### src/rtl/vga_fb_ctrl.sv
// ---------------------------------------------------------------------------
// vga_fb_ctrl
//
// Controller for a 2-bit frame buffer RAM that has one synchronous read port
// and one write port.
//   * Generates 640x480@60 VGA timing from a 25 MHz pixel clock.
//   * Streams display reads from an FB_W x FB_H buffer, each stored pixel
//     shown as a 2x2 block on screen.
//   * Shares the RAM write port between a host writer (req/ack) and a
//     built-in clear/fill sequencer using a registered round-robin grant.
//
// Ports
//   clk_25, reset_n          pixel clock, asynchronous active-low reset
//   h_sync, v_sync           active-low syncs, aligned with pixel_out
//   video_on, pixel_out      visible-area flag and pixel to the DAC
//   frame_start              one-cycle pulse while the counters sit at (0,0)
//   fb_rd_addr, fb_q         display read address / data (one-cycle latency)
//   fb_we, fb_wr_addr, fb_data   registered RAM write port
//   host_req/addr/data/ack   host write handshake
//   clear_start/color/busy   fill sequencer control and status
//
// Host handshake: the host raises host_req with host_addr/host_data stable and
// keeps them stable until host_ack. host_ack is high for exactly one cycle,
// and that is the same cycle in which fb_we carries the host write. A request
// still high during the ack cycle is not eligible, so a host that holds
// host_req continuously gets at most one write every two cycles.
// ---------------------------------------------------------------------------
module vga_fb_ctrl #(
    parameter int FB_W   = 320,
    parameter int FB_H   = 240,
    parameter int ADDR_W = 17,
    parameter int PIX_W  = 2
) (
    input  logic              clk_25,
    input  logic              reset_n,
    output logic              h_sync,
    output logic              v_sync,
    output logic              video_on,
    output logic [PIX_W-1:0]  pixel_out,
    output logic              frame_start,
    output logic [ADDR_W-1:0] fb_rd_addr,
    input  logic [PIX_W-1:0]  fb_q,
    output logic              fb_we,
    output logic [ADDR_W-1:0] fb_wr_addr,
    output logic [PIX_W-1:0]  fb_data,
    input  logic              host_req,
    input  logic [ADDR_W-1:0] host_addr,
    input  logic [PIX_W-1:0]  host_data,
    output logic              host_ack,
    input  logic              clear_start,
    input  logic [PIX_W-1:0]  clear_color,
    output logic              clear_busy
);

    // -----------------------------------------------------------------------
    // Timing constants (640x480@60, 800x525 total)
    // -----------------------------------------------------------------------
    localparam logic [9:0] H_LAST     = 10'd799;
    localparam logic [9:0] H_VIS      = 10'd640;
    localparam logic [9:0] H_SYNC_BEG = 10'd656;
    localparam logic [9:0] H_SYNC_END = 10'd751;
    localparam logic [9:0] V_LAST     = 10'd524;
    localparam logic [9:0] V_VIS      = 10'd480;
    localparam logic [9:0] V_SYNC_BEG = 10'd490;
    localparam logic [9:0] V_SYNC_END = 10'd491;

    // Last odd screen line that still moves the row base onto a new buffer
    // row; past it the base stops so it never walks beyond the buffer.
    localparam logic [9:0]        V_ROW_LAST = 10'(2 * FB_H - 1);
    localparam logic [ADDR_W-1:0] ROW_STEP   = ADDR_W'(FB_W);
    localparam logic [ADDR_W-1:0] FILL_LAST  = ADDR_W'(FB_W * FB_H - 1);

    // -----------------------------------------------------------------------
    // Timing counters and display read address
    // -----------------------------------------------------------------------
    logic [9:0]        h_cnt_q, h_cnt_d;
    logic [9:0]        v_cnt_q, v_cnt_d;
    logic [ADDR_W-1:0] row_base_q, row_base_d;
    logic [ADDR_W-1:0] rd_addr_q, rd_addr_d;
    logic              h_sync_q, h_sync_d;
    logic              v_sync_q, v_sync_d;
    logic              video_on_q, video_on_d;
    logic              frame_start_q, frame_start_d;
    logic              vis_next;

    always_comb begin
        h_cnt_d    = h_cnt_q + 10'd1;
        v_cnt_d    = v_cnt_q;
        row_base_d = row_base_q;

        if (h_cnt_q == H_LAST) begin
            h_cnt_d = 10'd0;
            if (v_cnt_q == V_LAST) begin
                v_cnt_d    = 10'd0;
                row_base_d = '0;
            end else begin
                v_cnt_d = v_cnt_q + 10'd1;
                // Lines come in pairs per buffer row: step the base when
                // leaving an odd line.
                if (v_cnt_q[0] && (v_cnt_q < V_ROW_LAST)) begin
                    row_base_d = row_base_q + ROW_STEP;
                end
            end
        end

        // The read address is registered together with the counters, so it
        // is computed from their next values and always matches h_cnt/v_cnt.
        vis_next  = (h_cnt_d < H_VIS) && (v_cnt_d < V_VIS);
        rd_addr_d = vis_next ? (row_base_d + ADDR_W'(h_cnt_d[9:1])) : '0;

        // Syncs and video_on describe the current counter state but appear
        // one cycle later, in step with fb_q coming back from the RAM.
        h_sync_d   = ~((h_cnt_q >= H_SYNC_BEG) && (h_cnt_q <= H_SYNC_END));
        v_sync_d   = ~((v_cnt_q >= V_SYNC_BEG) && (v_cnt_q <= V_SYNC_END));
        video_on_d = (h_cnt_q < H_VIS) && (v_cnt_q < V_VIS);

        // High exactly while the counters themselves are at (0,0).
        frame_start_d = (h_cnt_d == 10'd0) && (v_cnt_d == 10'd0);
    end

    always_ff @(posedge clk_25 or negedge reset_n) begin
        if (!reset_n) begin
            h_cnt_q       <= 10'd0;
            v_cnt_q       <= 10'd0;
            row_base_q    <= '0;
            rd_addr_q     <= '0;
            h_sync_q      <= 1'b1;
            v_sync_q      <= 1'b1;
            video_on_q    <= 1'b0;
            frame_start_q <= 1'b0;
        end else begin
            h_cnt_q       <= h_cnt_d;
            v_cnt_q       <= v_cnt_d;
            row_base_q    <= row_base_d;
            rd_addr_q     <= rd_addr_d;
            h_sync_q      <= h_sync_d;
            v_sync_q      <= v_sync_d;
            video_on_q    <= video_on_d;
            frame_start_q <= frame_start_d;
        end
    end

    // -----------------------------------------------------------------------
    // Fill sequencer and write-port arbiter
    // -----------------------------------------------------------------------
    typedef enum logic {
        FILL_IDLE = 1'b0,
        FILL_RUN  = 1'b1
    } fill_state_e;

    fill_state_e       fill_state_q, fill_state_d;
    logic [ADDR_W-1:0] fill_addr_q, fill_addr_d;
    logic [PIX_W-1:0]  fill_color_q, fill_color_d;

    logic              we_q, we_d;
    logic [ADDR_W-1:0] wr_addr_q, wr_addr_d;
    logic [PIX_W-1:0]  wr_data_q, wr_data_d;
    logic              ack_q, ack_d;
    logic              last_host_q, last_host_d;   // 1: host was granted last

    logic host_elig;
    logic clr_elig;
    logic grant_host;
    logic grant_clr;

    always_comb begin
        // The host is blocked in its ack cycle, so a held request cannot
        // take two back-to-back slots.
        host_elig = host_req & ~ack_q;
        clr_elig  = (fill_state_q == FILL_RUN);

        // On a tie the requester that was not served last wins.
        grant_host = host_elig & (~clr_elig | ~last_host_q);
        grant_clr  = clr_elig & ~grant_host;

        fill_state_d = fill_state_q;
        fill_addr_d  = fill_addr_q;
        fill_color_d = fill_color_q;

        case (fill_state_q)
            FILL_IDLE: begin
                if (clear_start) begin
                    fill_color_d = clear_color;
                    fill_addr_d  = '0;
                    fill_state_d = FILL_RUN;
                end
            end
            FILL_RUN: begin
                // clear_start is ignored here; only a granted slot advances.
                if (grant_clr) begin
                    if (fill_addr_q == FILL_LAST) begin
                        fill_state_d = FILL_IDLE;
                    end else begin
                        fill_addr_d = fill_addr_q + 1'b1;
                    end
                end
            end
            default: fill_state_d = FILL_IDLE;
        endcase

        // Write port: address and data hold when nobody is granted.
        we_d        = grant_host | grant_clr;
        ack_d       = grant_host;
        wr_addr_d   = wr_addr_q;
        wr_data_d   = wr_data_q;
        last_host_d = last_host_q;
        if (grant_host) begin
            wr_addr_d   = host_addr;
            wr_data_d   = host_data;
            last_host_d = 1'b1;
        end else if (grant_clr) begin
            wr_addr_d   = fill_addr_q;
            wr_data_d   = fill_color_q;
            last_host_d = 1'b0;
        end
    end

    always_ff @(posedge clk_25 or negedge reset_n) begin
        if (!reset_n) begin
            fill_state_q <= FILL_IDLE;
            fill_addr_q  <= '0;
            fill_color_q <= '0;
            we_q         <= 1'b0;
            wr_addr_q    <= '0;
            wr_data_q    <= '0;
            ack_q        <= 1'b0;
            last_host_q  <= 1'b0;
        end else begin
            fill_state_q <= fill_state_d;
            fill_addr_q  <= fill_addr_d;
            fill_color_q <= fill_color_d;
            we_q         <= we_d;
            wr_addr_q    <= wr_addr_d;
            wr_data_q    <= wr_data_d;
            ack_q        <= ack_d;
            last_host_q  <= last_host_d;
        end
    end

    // -----------------------------------------------------------------------
    // Outputs
    // -----------------------------------------------------------------------
    assign h_sync      = h_sync_q;
    assign v_sync      = v_sync_q;
    assign video_on    = video_on_q;
    assign frame_start = frame_start_q;
    assign fb_rd_addr  = rd_addr_q;
    // fb_q is already a registered RAM output; the delayed video_on gates it.
    assign pixel_out   = video_on_q ? fb_q : '0;

    assign fb_we       = we_q;
    assign fb_wr_addr  = wr_addr_q;
    assign fb_data     = wr_data_q;
    assign host_ack    = ack_q;
    // The fill FSM state is directly visible as clear_busy.
    assign clear_busy  = (fill_state_q == FILL_RUN);

endmodule

### config.mk
export PLATFORM = sky130hd
export DESIGN_NAME = vga_fb_ctrl
export DESIGN_NICKNAME = d
export VERILOG_FILES = /design/src/rtl/vga_fb_ctrl.sv
export SDC_FILE = /design/constraint.sdc
export NUM_CORES = 1
export LEC_CHECK = 0
export ABC_CLOCK_PERIOD_IN_PS = 3400
export CAP_MARGIN = 20
export CORE_MARGIN = 4
export CORE_UTILIZATION = 50
export CTS_CLUSTER_SIZE = 20
export DETAILED_ROUTE_END_ITERATION = 8
export PLACE_DENSITY = 0.77
export SETUP_SLACK_MARGIN = 0.4
export SKIP_LAST_GASP = 1
export SYNTH_ARGS = -nofsm -noshare
export SYNTH_HDL_FRONTEND = slang
export SYNTH_SLANG_ARGS = --single-unit
### constraint.sdc
create_clock -name clk_25 -period 3.4 [get_ports clk_25]
set_clock_uncertainty 0.05 [all_clocks]
set_input_delay 0.51 -clock clk_25 [delete_from_list [all_inputs] [get_ports clk_25]]
set_output_delay 0.51 -clock clk_25 [all_outputs]
set_load 0.01 [all_outputs]
==> results.sh <==
export IMPL_drc_errors=0
export IMPL_crit_type="reg2reg"
export IMPL_fin_setup_tns_ns=0
export IMPL_die_h_um=110
export IMPL_dieArea_um2=12100
export IMPL_synthArstFlopShare=1.00
export IMPL_grt_pass1_wl_um=20000
export IMPL_cp_top_family="simple AND/OR/NAND/NOR gates"
export IMPL_power_frac_clock=0.284
export IMPL_max_freq_mhz=319
export IMPL_rows=36
export IMPL_fin_hold_ws_ns=0.211
export IMPL_p_int_mw=1.71
export IMPL_cts_tree="yes"
export IMPL_drt_wirelength_per_cell_um=16.5
export IMPL_grt_use_total=0.213
export IMPL_endpoint_kind="flop"
export IMPL_p_sw_frac=0.266
export IMPL_nets=671
export IMPL_clkLatencyLatePin_ns=0.37
export IMPL_root_buffer="clkbuf_8"
export IMPL_numCtsBuffers=9
export IMPL_crit_chain="inv_2 -> ha_4 -> and4bb_1 -> and3b_2 -> nand2_4 -> and2_4 -> ha_4 -> inv_2 -> fa_2 -> nor2b_4 -> o31a_1 -> o311a_1 -> o21bai_2 -> nand2_2 -> nand4_1 -> mux2_4"
export IMPL_ioPinCount=72
export IMPL_synth_edf_count=0
export IMPL_crit_required_ns=3.61
export IMPL_wirelength_um=12600
export IMPL_ys_warn_count=0
export IMPL_n_antenna_cell=0
export IMPL_firstDrtPassIters=5
export IMPL_slowest_stage="dfrtp_1"
export IMPL_seq_area_frac_synth=0.482
export IMPL_area_growth_pct=28.6
export IMPL_layout_setup_ws_ns=0.266
export IMPL_hold_viol=0
export IMPL_gp_congestion=0.896
export IMPL_slew_headroom=0.415
export IMPL_hold_path_class="in2async"
export IMPL_clk_path_buf_depth=2
export IMPL_final_fill_count=748
export IMPL_crit_arrival_ns=3.35
export IMPL_drtIter0Drc=301
export IMPL_regArea_um2=2510
export IMPL_initial_core_util=0.522
export IMPL_fin_crit_sh=0.922
export IMPL_yosys_most_used_dff="dfrtp_1"
export IMPL_vias=4278
export IMPL_leakagePower_nw=3.04
export IMPL_tightest_slew_ns=0.877
export IMPL_combPwrFrac=0.138
export IMPL_dp_hpwl_um=8880
export IMPL_rsz0062_at_grt="true"
export IMPL_drv_cap=0
export IMPL_syn_num_nets=569
export IMPL_fin_crit_ns=3.13
export IMPL_pwr_density_cell_nw_per_um2=348
export IMPL_syn_area_per_cell_um2=9.90
export IMPL_grt_max_degree=71
export IMPL_synthesis_area_um2=5200
export IMPL_setup_viol=0
export IMPL_cp_max_fo=5
export IMPL_vias_per_cell=5.60
export IMPL_ir_drop_mv=0.196
export IMPL_holdBufCountCts=0
export IMPL_path_buf_inv=2
export IMPL_synthCells=525
export IMPL_synth_area_top_cells="dfrtp_1 47%, nand2_1 4.6%, xnor2_1 4.0%"
export IMPL_ys_ff_latch=100
export IMPL_antenna_found_initial=0
export IMPL_critPathMaxStageDelay_ns=0.39
export IMPL_multi_input_area_um2=2710
export IMPL_synth_top_cell_area_share=0.472
export IMPL_synth_cell_type_count=66
export IMPL_port_buffers=71
export IMPL_status="finished clean"
export IMPL_drive_above_1_share=0.192
export IMPL_die_w_um=110
export IMPL_core_area_um2=9950
export IMPL_grt_ovfl_total=0
export IMPL_drtAntennaViolNets=0
export IMPL_p_switching_mw=0.619
export IMPL_grt_pass1_vias=4082
export IMPL_start_kind="flop"
export IMPL_clock_sinks=100
export IMPL_post_place_ws_ns=0.0445
export IMPL_synth_area_leader_cell="dfrtp_1"
export IMPL_p_seq_frac=0.579
export IMPL_htree_levels=3
export IMPL_maxSlewViolCount=0
export IMPL_clkTransAtPathRegs_ns=0.09
[power by group through the flow]
stage,Sequential (mW),Clock [mW],Combinational (mW)
3_5_place_dp,1.37,0,0.324
6_report,1.35,0.660,0.320
2_1_floorplan,1.37,0,0.128
5_1_grt,1.36,0.739,0.356
4_1_cts,1.35,0.678,0.326
3_3_place_gp,1.36,0,0.315
[path summary, 6_finish.rpt]
kind                           startpoint             end  slack, ns  depth (start not counted)
setup reg to reg               v_cnt_q[0]  fb_rd_addr[16]       0.27                         16
max in group asynchronous         reset_n      h_cnt_q[1]       2.35                          2
setup / recovery               v_cnt_q[0]  fb_rd_addr[16]       0.27                         16
hold reg to reg            fb_wr_addr[13]  fb_wr_addr[13]       0.45                          2
hold / removal                    reset_n      v_cnt_q[8]       0.21                          1
min in group clk_25        fb_wr_addr[13]  fb_wr_addr[13]       0.45                          2
[per-layer routing]
layer  share of wire  vias to the layer above  GRT usage
met4           0.026                        0      0.102
li1                -                     2044          -
met2            0.51                      121      0.351
met5               0                        -          0
met1            0.42                     2090      0.270
met3           0.047                       23     0.0399
[repair_timing]
item,in CTS,in global routing
pin swaps,12,14
setup buffers,12,8
setup endpoints to repair,8,13
gates resized for setup,14,24
[layout make-up]
class                           count  area share
Tap cell                          133      0.0249
Inverter                           21      0.0118
Sequential cell                   100       0.375
Multi-Input combinational cell    377       0.405
Clock buffer                       11      0.0197
Clock inverter                      4     0.00393
Timing Repair Buffer              118       0.160
[through the flow]
| stage | utilization | power [mW] | area (um2) | cells |
|---|---|---|---|---|
| 2_1_floorplan | - | 1.50 | 5270 | 525 |
| 3_3_place_gp | 0.623 | 1.68 | 6200 | 729 |
| 3_5_place_dp | 0.623 | 1.69 | 6200 | 729 |
| 4_1_cts | 0.653 | 2.35 | 6500 | 756 |
| 5_1_grt | 0.672 | 2.46 | 6690 | 764 |
| 6_report | 0.672 | 2.33 | 6690 | 764 |
[sequential cells by signal (all words and copies together), names as in the netlist]
name and flops:
row_base_q 17, fill_addr_q 17, v_cnt_q 10, fill_color_q 2, host_ack 1, fb_we 1
fb_rd_addr 17, v_sync 1, video_on 1, clear_busy 1, last_host_q 1, h_sync 1
fb_wr_addr 17, frame_start 1, fb_data 2, h_cnt_q 10
[layout by cell type (no fill, tap or decap), types with 5 or more instances in the layout]
| cell | instances |
|---|---|
| clkbuf_8 | 9 |
| nand3_1 | 18 |
| and3_1 | 11 |
| clkdlybuf4s50_1 | 70 |
| ha_1 | 7 |
| xor2_1 | 15 |
| xnor2_1 | 24 |
| and4_1 | 8 |
| nor2_1 | 49 |
| and2_1 | 8 |
| inv_1 | 18 |
| nor4_1 | 6 |
| a21oi_1 | 9 |
| a21o_1 | 5 |
| nand2_1 | 61 |
| a32oi_1 | 20 |
| mux2i_1 | 5 |
| nor2b_1 | 5 |
| buf_4 | 46 |
| o21ai_0 | 14 |
| dfrtp_1 | 97 |
| ha_4 | 8 |
| nand4_1 | 11 |
| nor3_1 | 8 |
[kinds of logic after synthesis]
logic type               count (synthesis)  synth area share
adder cells (fa/ha/maj)                 17            0.0424
buffers and inverters                   48            0.0416
AND/OR/NAND/NOR                        227             0.229
XOR/XNOR                                40            0.0689
flip-flops                             100             0.482
AO/OA/AOI/OAI                           84             0.117
multiplexers                             9            0.0188
[synthesized netlist by cell type (3+ instances only)]
master / n
a211oi_1: 4
a21o_1: 5
a21oi_1: 13
a32oi_1: 20
and2_1: 11
and3_1: 11
and4_1: 8
buf_2: 8
buf_6: 3
clkbuf_1: 14
dfrtp_1: 98
ha_1: 16
inv_1: 21
mux2i_1: 5
nand2_1: 64
nand2b_1: 4
nand3_1: 19
nand4_1: 11
nor2_1: 52
nor2b_1: 7
nor3_1: 12
nor4_1: 7
o211ai_1: 3
o21ai_0: 15
xnor2_1: 24
xor2_1: 15
(Power assumes the default switching activity.)
